===== config.mk =====
export PLATFORM = sky130hd
export DESIGN_NAME = alu_input_conditioner
export DESIGN_NICKNAME = d
export VERILOG_FILES = /design/src/rtl/alu_input_conditioner_pkg.sv /design/src/rtl/debounce_bit.sv /design/src/rtl/alu_input_conditioner.sv
export SDC_FILE = /design/constraint.sdc
export NUM_CORES = 1
export LEC_CHECK = 0
export ABC_CLOCK_PERIOD_IN_PS = 3990
export CAP_MARGIN = 10
export CORE_ASPECT_RATIO = 1.4
export CORE_UTILIZATION = 60
export CTS_BUF_LIST = sky130_fd_sc_hd__clkbuf_2 sky130_fd_sc_hd__clkbuf_4 sky130_fd_sc_hd__clkbuf_8
export DETAILED_ROUTE_END_ITERATION = 8
export PLACE_DENSITY_LB_ADDON = 0.12
export SETUP_SLACK_MARGIN = 0.02
export SYNTH_ARGS = -nofsm -noshare
export SYNTH_HDL_FRONTEND = slang
export SYNTH_SLANG_ARGS = --single-unit

===== constraint.sdc =====
create_clock -name CLK -period 3.99 [get_ports CLK]
set_input_delay 0.798 -clock CLK [delete_from_list [all_inputs] [get_ports CLK]]
set_output_delay 0.798 -clock CLK [all_outputs]
set_load 0.005 [all_outputs]

===== src/rtl/alu_input_conditioner_pkg.sv =====
// Shared constants and helpers for the ALU board-input conditioner.
package alu_input_conditioner_pkg;

  localparam int unsigned DEBOUNCE_DEFAULT = 500000;
  localparam int unsigned NUM_BTN          = 4;
  localparam int unsigned NUM_SW           = 2;

  // Ceiling log2, used to size the debounce counter.
  function automatic int unsigned clog2(input int unsigned value);
    int unsigned result = 0;
    int unsigned span   = 1;
    while (span < value) begin
      span   = span << 1;
      result = result + 1;
    end
    return result;
  endfunction

endpackage


===== src/rtl/debounce_bit.sv =====
// One input bit: 2-flop synchronizer, counter debouncer, flip strobes.
module debounce_bit
  import alu_input_conditioner_pkg::*;
#(
  parameter int unsigned DEBOUNCE_CYCLES = DEBOUNCE_DEFAULT
) (
  input  logic CLK,
  input  logic RESET,
  input  logic raw,
  output logic q,
  output logic rise,
  output logic fall
);

  localparam int unsigned CNT_W = clog2(DEBOUNCE_CYCLES + 1);
  localparam logic [CNT_W-1:0] CNT_LAST = CNT_W'(DEBOUNCE_CYCLES - 1);

  if (DEBOUNCE_CYCLES < 2) begin : g_bad_param
    $error("debounce_bit: DEBOUNCE_CYCLES must be >= 2");
  end

  logic             s1;
  logic             s2;
  logic [CNT_W-1:0] cnt;
  logic             flip;

  // Flip happens on the coming edge: enough consecutive disagreeing samples.
  assign flip = (s2 != q) && (cnt == CNT_LAST);

  // rise/fall are strobes from registered state only; the parent registers
  // them so its pulses line up with the cycle q shows the new value.
  assign rise = flip && s2;
  assign fall = flip && !s2;

  always_ff @(posedge CLK) begin
    if (RESET) begin
      s1  <= 1'b0;
      s2  <= 1'b0;
      q   <= 1'b0;
      cnt <= '0;
    end else begin
      s1 <= raw;
      s2 <= s1;
      if (s2 == q) begin
        cnt <= '0;
      end else if (flip) begin
        q   <= s2;
        cnt <= '0;
      end else begin
        cnt <= cnt + CNT_W'(1);
      end
    end
  end

endmodule


===== src/rtl/alu_input_conditioner.sv =====
// Debounces the board buttons/switches feeding alu2bit_top; adds press and change pulses.
module alu_input_conditioner
  import alu_input_conditioner_pkg::*;
#(
  parameter int unsigned DEBOUNCE_CYCLES = DEBOUNCE_DEFAULT
) (
  input  logic        CLK,
  input  logic        RESET,
  input  logic [0:3]  BUTTONS,
  input  logic [1:0]  SWITCHES,
  output logic [0:3]  BTN_CLEAN,
  output logic [1:0]  SW_CLEAN,
  output logic [0:3]  BTN_RISE,
  output logic        CHANGED
);

  localparam int unsigned NUM_IN = NUM_BTN + NUM_SW;

  logic [NUM_IN-1:0] raw;
  logic [NUM_IN-1:0] q;
  logic [NUM_IN-1:0] rise;
  logic [NUM_IN-1:0] fall;
  logic [0:3]        btn_rise_c;

  // Flat bit index: buttons first, then switches.
  for (genvar i = 0; i < NUM_BTN; i++) begin : g_btn_map
    assign raw[i]        = BUTTONS[i];
    assign BTN_CLEAN[i]  = q[i];
    assign btn_rise_c[i] = rise[i];
  end

  for (genvar j = 0; j < NUM_SW; j++) begin : g_sw_map
    assign raw[NUM_BTN + j] = SWITCHES[j];
    assign SW_CLEAN[j]      = q[NUM_BTN + j];
  end

  for (genvar n = 0; n < NUM_IN; n++) begin : g_bit
    debounce_bit #(
      .DEBOUNCE_CYCLES(DEBOUNCE_CYCLES)
    ) u_debounce (
      .CLK  (CLK),
      .RESET(RESET),
      .raw  (raw[n]),
      .q    (q[n]),
      .rise (rise[n]),
      .fall (fall[n])
    );
  end

  // Pulses registered on the same edge that updates q.
  always_ff @(posedge CLK) begin
    if (RESET) begin
      BTN_RISE <= '0;
      CHANGED  <= 1'b0;
    end else begin
      BTN_RISE <= btn_rise_c;
      CHANGED  <= |(rise | fall);
    end
  end

endmodule

==> flow_summary.toml <==
[run_status]
outcome = "finished with violations"
violations = "DRC"

[clock_network]
clk_pin_slew_ns = 0.07
cts_buffers = 17
cts_setup_buffers = 0
cts_tree = "yes"
clk_latency_ns = 0.44
htreeDepth = 4
cts_hold_buf = 0
cts.sink_count = 137
cts_root_buf = "clkbuf_8"
ctsResizeCount = 0
cts_max_path_buffers = 2

[placement]
place_congestion = 0.796
hpwlAfterDp_microns = 6750
dpl_cell_area_sq_um = 5920
io_buffers = 18

[critical_path]
crit_slowest_cell = "clkdlybuf4s50_1"
path_cells = "clkdlybuf4s50_1 -> or3_1 -> nor2_1"
crit_path_start_kind = "primary input"
critPathKind = "primary input to flop"
max_stage_delay_ns = 0.86
endpoint_kind = "flop"
cp_num_buf_inv = 1
crit_fanout = 29
cpLargestDelayFamily = "simple AND/OR/NAND/NOR gates"
worstPathArrival_ns = 2.71
critPathRequiredTime_ns = 4.35
r2r_setup_slack_ns = 1.71

[routing]
drtAntennaViolNets = 0
drc = 2
routed_via_density = 5.33
drtPass1Iterations = 9
routedWlPerCell_microns = 12.4
drt-total-wl_microns = 9650
drtIter0Drc = 157
vias = 4155

[floorplanning]
coreArea_sq_um = 9410
die_h_microns = 118
io_pins = 19
rows = 42
dieArea_sq_um = 10000
start_util = 0.613
die_w_microns = 84.8

[synth]
synthDistinctLibCells = 36
synthSimpleGateAreaFrac = 0.296
synth_compound_area_frac = 0.00282
synth_fa_ha_area_frac = 0.0130
synth.area.top_cells = "dfxtp_1 48%, nor2_1 9.6%, xor2_1 8.5%"
synth-xor-area-share = 0.163
synth_edf_count = 0
syn-cell-area_sq_um = 5760
synth.area.mux_share = 0.0104
synth_flop_cell = "dfxtp_1"
yosysWarnings = 0
syn-instance-count = 640
synth-seq-cells = 137
synth-seq-area-share = 0.476
synth_top_cell_by_area = "dfxtp_1"
synth_top_family_by_area = "simple AND/OR/NAND/NOR gates"
synth_fp_nets = 654
syn_avg_cell_area_sq_um = 9.00
async_flop_share = 0
netlist.area_leader.share = 0.476

[sta]
slew_headroom = 0.410
rsz0062_at_grt = "false"
worst_pin_slew_ns = 0.882
finalHoldViolations = 0
setup_tns_ns = 0
drv_slew = 0
fmaxAchievable_mhz = 426
min_period_ns = 2.35
fin_crit_sh = 0.588
skew_ns = 0.00792
setup_viol = 0

[run]
maxCapViolCount = 0

[hold_path]
min_path_type = "flop to flop"

[final_layout]
design_area_sq_um = 6360
drive_gt1_frac = 0.0598
syn2layout_area_growth_pct = 10.3
fin_nets = 670
diodes = 0

[global_routing]
antenna_found_initial = 0
grt_max_degree = 30
grt_pass1_wl_microns = 16900
grt_pass1_vias = 4059
globalRoute.totalOverflow = 0
track_usage = 0.210

[pwr]
power.density_nw_per_um2 = 415
max-vdd-ir-drop_v = 0.000230
totalPowerFinal_w = 0.00264
power_leakage_nw = 2.01
flip-flops by register name, indices dropped and copies added, names as in the netlist:
signal / cells
CHANGED: 1
g_bit.u_debounce.q: 6
g_bit.u_debounce.cnt: 114
BTN_RISE: 4
g_bit.u_debounce.s1: 6
g_bit.u_debounce.s2: 6
layout by cell type, fill, tap and decap left out, types with 2 or more instances in the layout:
cell type	Yosys	final
and3b_1	3	3
mux2i_1	6	6
nand2b_1	3	3
inv_1	16	16
clkinv_2	0	4
nor3b_1	2	2
clkdlybuf4s50_1	0	18
nor4b_1	6	6
nor3_1	15	15
nor4_1	12	12
nor4_2	4	4
clkbuf_8	0	19
xor2_1	56	56
nand3_1	46	46
xnor2_1	51	51
or2_2	2	2
and3_1	10	10
nand4_1	23	23
and4_1	9	9
bufinv_16	0	4
clkinvlp_4	0	2
or4b_1	2	2
clkinv_4	0	2
nor2_1	147	147
nor2b_1	12	12
or3_1	5	5
nand2_1	38	38
ha_1	6	6
dfxtp_1	137	137
per-stage QoR:
stage	setup slack (ns)	hold WS, ns	util	std cells
final	1.64	0.437	0.676	779
after global routing	1.48	0.462	0.676	779
after CTS	1.64	0.442	0.676	779
after detailed placement	1.17	0.424	0.629	747
after global placement	1.25	0.417	0.629	747
after floorplan	2.15	0.414	-	640
cell usage after synthesis (all sizes together) (2+ instances only):
| library cell | n |
|---|---|
| nor4 | 16 |
| and3 | 10 |
| mux2i | 6 |
| nor2b | 12 |
| xnor2 | 51 |
| and4 | 9 |
| nor2 | 147 |
| or2 | 2 |
| nor4b | 6 |
| nand2 | 38 |
| or3 | 5 |
| nand3 | 46 |
| xor2 | 56 |
| nor3b | 2 |
| ha | 6 |
| nand4 | 24 |
| nor3 | 15 |
| clkbuf | 4 |
| inv | 16 |
| dfxtp | 137 |
| nand2b | 3 |
| buf | 17 |
| or4b | 2 |
| and3b | 3 |
final timing paths:
check | start | end | cells after the start
worst min register to register | g_bit[2].u_debounce.s1 | g_bit[2].u_debounce.s2 | 1
worst min-delay path | g_bit[2].u_debounce.s1 | g_bit[2].u_debounce.s2 | 1
worst max register to register | g_bit[1].u_debounce.cnt[0] | g_bit[1].u_debounce.cnt[8] | 6
worst max-delay path | RESET | g_bit[1].u_debounce.cnt[8] | 3
layout make-up:
class	count	area, sq um
Sequential cell	137	2740
Inverter	16	60.1
Clock buffer	20	269
Tap cell	110	138
Fill cell	777	3050
Clock inverter	12	173
Multi-Input combinational cell	466	2800
Timing Repair Buffer	18	180
power by group:
part / switching [W] / total (W) / leakage [nW] / internal, W
logic: 0.0000164 / 0.0000292 / 0.681 / 0.0000129
registers: 0.00000420 / 0.00138 / 1.11 / 0.00137
clock network: 0.000510 / 0.00123 / 0.222 / 0.000718
total: 0.000531 / 0.00264 / 2.01 / 0.00211
cell families (layout without fill, tap and decap cells):
logic type / after synthesis / after routing
mux: 6 / 6
flops: 137 / 137
compound gates: 3 / 3
simple gates: 344 / 344
fa+ha+maj: 6 / 6
xor+xnor: 107 / 107
buf+inv: 37 / 66
worst reg2reg max path, cell delays in order, from the launching register on:
cell     delay, ns
dfxtp_1       0.37
ha_1          0.24
and4_1        0.28
nand3_1       0.12
nor4_2        0.44
or3_1         0.56
nor2_1        0.12
layer usage:
| metal | global-route usage | vias to the layer above | routed length (microns) |
|---|---|---|---|
| met3 | 0.0652 | 17 | 301 |
| met5 | 0 | - | 0 |
| met1 | 0.225 | 1924 | 4240 |
| li1 | - | 2157 | - |
| met2 | 0.378 | 57 | 4940 |
| met4 | 0.0837 | 0 | 167 |
Power figures use the tool's default switching activity.
